**config.mk**
```make
export PLATFORM = sky130hd
export DESIGN_NAME = prog_clk_div_flat
export DESIGN_NICKNAME = d
export VERILOG_FILES = /design/src/rtl/prog_clk_div_if.sv /design/src/rtl/prog_clk_div.sv /design/src/flat_wrapper.sv
export SDC_FILE = /design/constraint.sdc
export NUM_CORES = 1
export LEC_CHECK = 0
export ABC_CLOCK_PERIOD_IN_PS = 4500
export CAP_MARGIN = 20
export CORE_MARGIN = 1.5
export CORE_UTILIZATION = 45
export CTS_CLUSTER_DIAMETER = 60
export CTS_CLUSTER_SIZE = 40
export DETAILED_ROUTE_END_ITERATION = 12
export PLACE_DENSITY = 0.7
export REMOVE_ABC_BUFFERS = 1
export SYNTH_ARGS = -nofsm -noshare
export SYNTH_HDL_FRONTEND = slang
export SYNTH_SLANG_ARGS = --single-unit
```
**constraint.sdc**
```tcl
create_clock -name clk -period 4.5 [get_ports clk]
set_input_delay 0.45 -clock clk [delete_from_list [all_inputs] [get_ports clk]]
set_output_delay 0.45 -clock clk [all_outputs]
set_load 0.005 [all_outputs]
```
**src/rtl/prog_clk_div_if.sv**
```systemverilog
// Control/status bundle for prog_clk_div: requested timing, strobes and the
// divided-clock outputs. clk/rst stay outside as plain ports.
interface prog_clk_div_if #(
  parameter int unsigned WIDTH = 16
);
  logic             en;
  logic [WIDTH-1:0] div_in;
  logic [WIDTH-1:0] high_in;
  logic             load;
  logic             sync_clr;
  logic             clk_out;
  logic             tick;
  logic [WIDTH-1:0] cnt;
  logic             pending;

  modport master (
    output en, div_in, high_in, load, sync_clr,
    input  clk_out, tick, cnt, pending
  );

  modport slave (
    input  en, div_in, high_in, load, sync_clr,
    output clk_out, tick, cnt, pending
  );
endinterface

```
**src/rtl/prog_clk_div.sv**
```systemverilog
// Runtime-programmable clock divider with duty control. New period/high-time
// values are double-buffered and only take effect at a period boundary.
module prog_clk_div #(
  parameter int unsigned WIDTH        = 16,
  parameter int unsigned DEFAULT_DIV  = 500,
  parameter int unsigned DEFAULT_HIGH = 250
) (
  input  logic            clk,
  input  logic            rst,
  prog_clk_div_if.slave   bus
);

  typedef enum logic {IDLE, RUN} state_t;

  state_t           state_q;
  logic [WIDTH-1:0] p_q, h_q, pd_q, hd_q;
  logic [WIDTH-1:0] cnt_q;
  logic             pending_q, clk_out_q, tick_q;

  logic [WIDTH-1:0] ld_div_d, src_p_d, src_h_d, cnt_d;
  logic             wrap_d, apply_d;

  always_comb begin
    ld_div_d = (bus.div_in < WIDTH'(2)) ? WIDTH'(2) : bus.div_in;
    // A same-cycle load beats any older pending pair.
    if (bus.load) begin
      src_p_d = ld_div_d;
      src_h_d = bus.high_in;
    end else if (pending_q) begin
      src_p_d = pd_q;
      src_h_d = hd_q;
    end else begin
      src_p_d = p_q;
      src_h_d = h_q;
    end
    wrap_d  = (cnt_q == p_q - WIDTH'(1));
    cnt_d   = wrap_d ? '0 : cnt_q + WIDTH'(1);
    apply_d = 1'b0;
    if (state_q == IDLE)
      apply_d = bus.en | pending_q;
    else
      apply_d = bus.en & (bus.sync_clr | wrap_d);
  end

  always_ff @(posedge clk or posedge rst) begin
    if (rst) begin
      state_q   <= IDLE;
      cnt_q     <= '0;
      clk_out_q <= 1'b0;
      tick_q    <= 1'b0;
      pending_q <= 1'b0;
      p_q       <= WIDTH'(DEFAULT_DIV);
      h_q       <= WIDTH'(DEFAULT_HIGH);
      pd_q      <= WIDTH'(DEFAULT_DIV);
      hd_q      <= WIDTH'(DEFAULT_HIGH);
    end else begin
      if (apply_d) begin
        p_q       <= src_p_d;
        h_q       <= src_h_d;
        pd_q      <= src_p_d;
        hd_q      <= src_h_d;
        pending_q <= 1'b0;
      end else if (bus.load) begin
        pd_q      <= ld_div_d;
        hd_q      <= bus.high_in;
        pending_q <= 1'b1;
      end

      case (state_q)
        IDLE: begin
          cnt_q     <= '0;
          tick_q    <= 1'b0;
          clk_out_q <= 1'b0;
          if (bus.en) begin
            state_q   <= RUN;
            tick_q    <= 1'b1;
            clk_out_q <= (src_h_d != '0);
          end
        end
        RUN: begin
          if (!bus.en) begin
            state_q   <= IDLE;
            cnt_q     <= '0;
            tick_q    <= 1'b0;
            clk_out_q <= 1'b0;
          end else if (bus.sync_clr) begin
            cnt_q     <= '0;
            tick_q    <= 1'b1;
            clk_out_q <= (src_h_d != '0);
          end else begin
            cnt_q     <= cnt_d;
            tick_q    <= wrap_d;
            // At a wrap the freshly applied high time governs position 0.
            clk_out_q <= wrap_d ? (src_h_d != '0) : (cnt_d < h_q);
          end
        end
        default: state_q <= IDLE;
      endcase
    end
  end

  assign bus.cnt     = cnt_q;
  assign bus.clk_out = clk_out_q;
  assign bus.tick    = tick_q;
  assign bus.pending = pending_q;

endmodule
```
**src/flat_wrapper.sv**
```systemverilog
// flat-port wrapper written by rule: the top's interface ports become plain ports
module prog_clk_div_flat 
#(
  parameter int unsigned WIDTH        = 16,
  parameter int unsigned DEFAULT_DIV  = 500,
  parameter int unsigned DEFAULT_HIGH = 250
)
  (clk, rst, bus_en, bus_div_in, bus_high_in, bus_load, bus_sync_clr, bus_clk_out, bus_tick, bus_cnt, bus_pending);
  prog_clk_div_if #(.WIDTH(WIDTH)) bus_i ();
  input  logic clk;
  input  logic rst;
  input wire logic [$bits(bus_i.en)-1:0] bus_en;
  input wire logic [$bits(bus_i.div_in)-1:0] bus_div_in;
  input wire logic [$bits(bus_i.high_in)-1:0] bus_high_in;
  input wire logic [$bits(bus_i.load)-1:0] bus_load;
  input wire logic [$bits(bus_i.sync_clr)-1:0] bus_sync_clr;
  output wire logic [$bits(bus_i.clk_out)-1:0] bus_clk_out;
  output wire logic [$bits(bus_i.tick)-1:0] bus_tick;
  output wire logic [$bits(bus_i.cnt)-1:0] bus_cnt;
  output wire logic [$bits(bus_i.pending)-1:0] bus_pending;
  assign bus_i.en = bus_en;
  assign bus_i.div_in = bus_div_in;
  assign bus_i.high_in = bus_high_in;
  assign bus_i.load = bus_load;
  assign bus_i.sync_clr = bus_sync_clr;
  assign bus_clk_out = bus_i.clk_out;
  assign bus_tick = bus_i.tick;
  assign bus_cnt = bus_i.cnt;
  assign bus_pending = bus_i.pending;
  prog_clk_div #(.WIDTH(WIDTH), .DEFAULT_DIV(DEFAULT_DIV), .DEFAULT_HIGH(DEFAULT_HIGH)) u_core (.clk(clk), .rst(rst), .bus(bus_i));
endmodule
```
==> flow_metrics.tcl, run 1 <==
set metrics [dict create \
    crit_path_max_incr_delay_ns 0.46 \
    reg2reg_to "u_core.bus.clk_out" \
    hp-class "in -> async" \
    cts_resized 0 \
    synthCells 498 \
    cts_tree "done" \
    cts_root_buffer "clkbuf_8" \
    synth-edff-count 0 \
    syn_area_per_cell_um2 9.80 \
    fin_cells 692 \
    synth_top_area_share 0.308 \
    final_antenna_net_count 0 \
    r2r_cells 18 \
    finClkSkew_ns 0.0115 \
    slew_violations 0 \
    cts.sink_count 84 \
    synthTopCellsByArea "dfrtp_1, dfstp_2, a221o_1" \
    critPathLaunchType "flop" \
    first_pass_iters 5 \
    relSlewSlack 0.547 \
    rsz0062_at_grt "false" \
    netlist-cell-type-count 54 \
    drive_gt1_frac 0.121 \
    core_area_um2 10400 \
    cts_setup_buffers 0 \
    maxCapViolCount 0 \
    worstPathCellList "inv_1 -> ha_1 -> nor3b_2 -> nand2_1 -> or3_1 -> a21oi_1 -> nand4_1 -> nor3_2 -> nor2b_1 -> ha_1 -> a21boi_0 -> o21ai_0 -> nand2b_1 -> a21oi_1 -> o21ai_0 -> a211o_1 -> a211oi_1 -> o211a_1" \
    p_per_area_nw_per_um2 357 \
    hold_viol 0 \
    grt_pass1_vias 4352 \
    avgRoutedWirePerCell_um 19.2 \
    ys_top_cells_by_count "dfrtp_1, a21oi_1, nor2_1" \
    crit_path_end_kind "flop" \
    grt_overflow 0 \
    post-place-cells 675 \
    via_per_inst 6.10 \
    cp.required_ns 4.81 \
    syn_area_um2 4880 \
    synth_ff_type "dfrtp_1" \
    crit_family "simple AND/OR/NAND/NOR gates" \
    die-area_um2 11500 \
    die_h_um 107 \
    drc 0 \
    area_growth_pct 19.6 \
    synth-seq-area-share 0.437 \
    gp_congestion 0.970 \
    ir_drop_mv 0.198 \
    pin_count 56 \
    synth-seq-cells 84 \
    post-dp-hpwl_mm 9.43 \
    antenna_cells 0 \
    crit_fanout 6 \
    finalWirelength_mm 13.3 \
    cp_slowest_cell "dfrtp_1" \
    crit_type "reg -> reg" \
    start_util 0.469 \
    cts_buffers 9 \
    final_nets 605 \
    num_rows 37 \
    yosysTopAreaCell "dfrtp_1" \
    synth_most_common_cell "dfrtp_1" \
    cts.path.max_buffers 2 \
    grt_start_max_net_pins 62 \
    clk_pin_slew_ns 0.09 \
    antenna_found_initial 0 \
    tns_ns 0 \
    cp.buffers_inverters 1 \
    ys_warn_count 0 \
    fmax_ghz 0.248 \
    portBuffers 55 \
    status "completed" \
    placed_cell_area_um2 5580 \
    drt_iter0_drc 226 \
    async_flop_share 1.00 \
    htree_levels 3 \
    fin_area_um2 5840 \
    rrSetupSlack_ns 0.47 \
    clock_latency_ns 0.37 \
    post-route-period-util 0.896 \
    grt_pass1_wl_mm 21.8 \
    setup-violations-final 0 \
    die_w_um 107 \
    power.leakage_uw 0.00237 \
    grt_use_total 0.245 \
    crit_arrival_ns 4.34 \
    cts_hold_buffers 0 \
    vias 4224 \
    worst_pin_slew_ns 0.678 \
    r2r_start "u_core.p_q[0]" \
    min_period_ns 4.03 \
]
==> cells in the final DEF, fill, tap and decap left out, types with 15 or more instances in the layout <==
cell type / Yosys / routed
dfstp_2: 24 / 24
nor3_1: 16 / 15
o2bb2ai_1: 25 / 25
o21ai_0: 16 / 16
a221o_1: 26 / 26
clkdlybuf4s50_1: 0 / 55
inv_1: 22 / 21
dfrtp_1: 60 / 60
nand2_1: 18 / 18
xnor2_1: 20 / 20
nand3_1: 15 / 15
nor2_1: 36 / 36
ha_1: 17 / 17
a21oi_1: 36 / 36
and2_1: 30 / 30
==> layer usage <==
| metal | track usage | vias to the layer above | share of wire |
|---|---|---|---|
| li1 | - | 1967 | - |
| met3 | 0.0498 | 18 | 0.055 |
| met4 | 0.0771 | 0 | 0.016 |
| met2 | 0.411 | 136 | 0.48 |
| met5 | 0 | - | 0 |
| met1 | 0.315 | 2103 | 0.45 |
==> kinds of logic (layout without fill, tap and decap cells) <==
group | count (synthesis) | in the layout | share of synthesized area
adder cells (fa/ha/maj) | 17 | 17 | 0.0436
flip-flops | 84 | 84 | 0.437
XOR/XNOR | 32 | 32 | 0.0574
AND/OR/NAND/NOR | 171 | 171 | 0.194
buffers and inverters | 50 | 108 | 0.0441
multiplexers | 5 | 5 | 0.0108
AO/OA/AOI/OAI | 139 | 139 | 0.214
==> state kept, by name (all words and copies together), names as in the netlist <==
signal              flops
u_core.hd_q            16
u_core.pd_q            16
u_core.h_q             16
u_core.bus.pending      1
u_core.state_q          1
u_core.bus.clk_out      1
u_core.bus.cnt         16
u_core.bus.tick         1
u_core.p_q             16
==> worst reg2reg max path: stages, from the launching register on <==
cell,delay [ns]
dfrtp_1,0.46
inv_1,0.09
ha_1,0.19
nor3b_2,0.34
nand2_1,0.13
or3_1,0.38
a21oi_1,0.15
nand4_1,0.22
nor3_2,0.31
nor2b_1,0.11
ha_1,0.28
a21boi_0,0.13
o21ai_0,0.17
nand2b_1,0.07
a21oi_1,0.14
o21ai_0,0.10
a211o_1,0.31
a211oi_1,0.23
o211a_1,0.16
==> how the worst max path moves through the flow <==
| stage | start | endpoint | slack [ns] | depth (start not counted) |
|---|---|---|---|---|
| 2_1_floorplan | u_core.p_q[0] | u_core.bus.clk_out | -0.34 | 18 |
| 3_3_place_gp | u_core.p_q[0] | u_core.bus.clk_out | 0.68 | 19 |
| 3_5_place_dp | u_core.p_q[0] | u_core.bus.clk_out | 0.52 | 19 |
| 4_1_cts | u_core.p_q[0] | u_core.bus.clk_out | 0.49 | 19 |
| 5_1_grt | u_core.p_q[0] | u_core.bus.clk_out | 0.09 | 19 |
| 6_report | u_core.p_q[0] | u_core.bus.clk_out | 0.47 | 18 |
==> cell type report <==
type	count	area [um^2]
Clock buffer	11	151
Clock inverter	5	83.8
Fill cell	935	4580
Inverter	23	87.6
Multi-Input combinational cell	364	2540
Sequential cell	84	2130
Tap cell	136	170
Timing Repair Buffer	69	676
==> power breakdown <==
group / total [uW] / switching [uW] / internal (uW)
registers: 997 / 118 / 878
logic: 454 / 237 / 217
clock network: 633 / 289 / 344
==> per-stage QoR <==
step | hold WS [ns] | power [uW] | setup WS [ns] | utilization
6_report | 0.333 | 2080 | 0.468 | 0.561
5_1_grt | 0.348 | 2190 | 0.0933 | 0.561
4_1_cts | 0.510 | 2080 | 0.494 | 0.558
3_5_place_dp | 0.498 | 1450 | 0.516 | 0.535
3_3_place_gp | 0.489 | 1440 | 0.684 | 0.535
2_1_floorplan | 0.477 | 1280 | -0.339 | -
Note: power is estimated with default switching activity, not from simulation.
==> run 2: changes to the inputs <==
Settings changed: CTS_BUF_LIST set to sky130_fd_sc_hd__clkbuf_8, CTS_CLUSTER_DIAMETER 60 to 120.
==> results of run 2 <==
The final DEF is identical to that of run 1; final timing and power are the same.
==> run 3: changes to the inputs <==
Settings changed: SLEW_MARGIN set to 20, TNS_END_PERCENT set to 30.
==> flow_metrics.tcl, run 3 (synthesis results as in run 1) <==
set metrics [dict create \
    htree_levels 3 \
    power.internal_uw 1440 \
    crit_family "simple AND/OR/NAND/NOR gates" \
    critPathLaunchType "flop" \
    rsz0062_at_grt "false" \
    multiInputGateArea_um2 2540 \
    clkPwrFrac 0.304 \
    cts.path.max_buffers 2 \
    p_per_area_nw_per_um2 358 \
    clock_latency_ns 0.37 \
    power.share.sequential 0.479 \
    cts_setup_buffers 0 \
    pin_count 56 \
    fin_area_um2 5810 \
    timing.final.ws_setup_ns 0.458 \
    portBuffers 55 \
    power_switching_uw 642 \
    gp_congestion 0.970 \
    avgRoutedWirePerCell_um 19.1 \
    post-dp-hpwl_mm 9.43 \
    final_cell_mix "dfrtp_1, clkdlybuf4s50_1, nor2_1, a21oi_1, and2_1" \
    clk_pin_slew_ns 0.09 \
    r2r_start "u_core.p_q[0]" \
    grt_start_max_net_pins 62 \
    final_nets 604 \
    power_frac_comb 0.217 \
    nFillCells 938 \
    cts_root_buffer "clkbuf_8" \
    num_rows 37 \
    post-place-cells 675 \
    finalWirelength_mm 13.2 \
    switching_share 0.309 \
    post-route-period-util 0.898 \
    maxCapViolCount 0 \
    cp-startpoint "u_core.p_q[0]" \
    ir_drop_mv 0.195 \
    hold_start "u_core.h_q[6]" \
    whs_ns 0.509 \
    crit_path_end_kind "flop" \
    fmax_ghz 0.247 \
    place_ws_ns 0.516 \
    area_growth_pct 19.1 \
    crit_path_max_incr_delay_ns 0.46 \
    hp-class "reg -> reg" \
    antenna_found_initial 0 \
    grt_overflow 0 \
    final_antenna_net_count 0 \
    worstPathCellList "inv_1 -> ha_1 -> nor3b_2 -> nand2_1 -> or3_1 -> a21oi_1 -> nand4_1 -> nor3_2 -> nor2b_1 -> ha_1 -> a21boi_0 -> o21ai_0 -> nand2b_1 -> a21oi_1 -> o21ai_0 -> a211o_1 -> a211oi_1 -> o211a_1" \
    cts.sink_count 84 \
    power.leakage_uw 0.00236 \
    antenna_cells 0 \
    cp_slowest_cell "dfrtp_1" \
    start_util 0.469 \
    slew_violations 0 \
    relSlewSlack 0.489 \
    grt_use_total 0.245 \
    drive_gt1_frac 0.119 \
    via_per_inst 6.10 \
    core_area_um2 10400 \
    placed_cell_area_um2 5580 \
    cp.buffers_inverters 1 \
    cp.required_ns 4.81 \
    die_h_um 107 \
    finClkSkew_ns 0.0122 \
    cts_resized 0 \
    drt_iter0_drc 267 \
    crit_type "reg -> reg" \
    crit_arrival_ns 4.36 \
    cts_tree "done" \
    crit_fanout 6 \
    layout_commonest_cell "dfrtp_1" \
    drc 0 \
    fin_cells 691 \
    status "completed" \
    min_period_ns 4.04 \
    die_w_um 107 \
    grt_pass1_wl_mm 21.8 \
    cts_buffers 9 \
    regArea_um2 2130 \
    setup-violations-final 0 \
    die-area_um2 11500 \
    cts_hold_buffers 0 \
    hold_viol 0 \
    vias 4214 \
    first_pass_iters 5 \
    worst_pin_slew_ns 0.767 \
    grt_pass1_vias 4352 \
]
==> run 3: cell types whose count changed in the layout (fill, tap and decap cells not counted) <==
cell      delta
buf_16       -1
clkinv_2     -1
inv_4        +1
==> run 3: worst paths after layout <==
kind	endpoint	slack (ns)	cells after the start
max	u_core.bus.clk_out	0.46	18
min	u_core.h_q[6]	0.51	1
max reg2reg	u_core.bus.clk_out	0.46	18
min reg2reg	u_core.h_q[6]	0.51	1
max in group asynchronous	u_core.hd_q[4]	3.08	3
min in group asynchronous	u_core.p_q[3]	0.56	2
==> run 3: per-stage QoR <==
stage / util / setup TNS (ns) / power [uW]
after floorplan: - / -0.339 / 1280
after global placement: 0.535 / 0 / 1440
after detailed placement: 0.535 / 0 / 1450
after CTS: 0.558 / 0 / 2080
after global routing: 0.558 / 0 / 2180
final: 0.558 / 0 / 2080
==> run 3: final cells by class <==
| class | instances | share of cell area |
|---|---|---|
| multi-input combinational | 364 | 0.437 |
| sequential | 84 | 0.367 |
| timing repair buffer | 68 | 0.111 |
| tap | 136 | 0.0293 |
| clock buffer | 11 | 0.0260 |
| inverter | 23 | 0.0153 |
| clock inverter | 5 | 0.0144 |
==> run 3: power by group through the flow <==
stage	clock network (uW)	registers (uW)	logic, uW
2_1_floorplan	0	969	306
3_3_place_gp	0	999	438
3_5_place_dp	0	1010	446
4_1_cts	641	992	451
5_1_grt	669	1010	501
6_report	631	996	452
==> run 3: layer usage <==
metal  vias up  global-route usage  wire length [um]
li1       1954                   -                 -
met1      2095               0.315              5790
met2       148               0.411              6360
met3        17              0.0498               872
met4         0              0.0771               206
met5         -                   0                 0
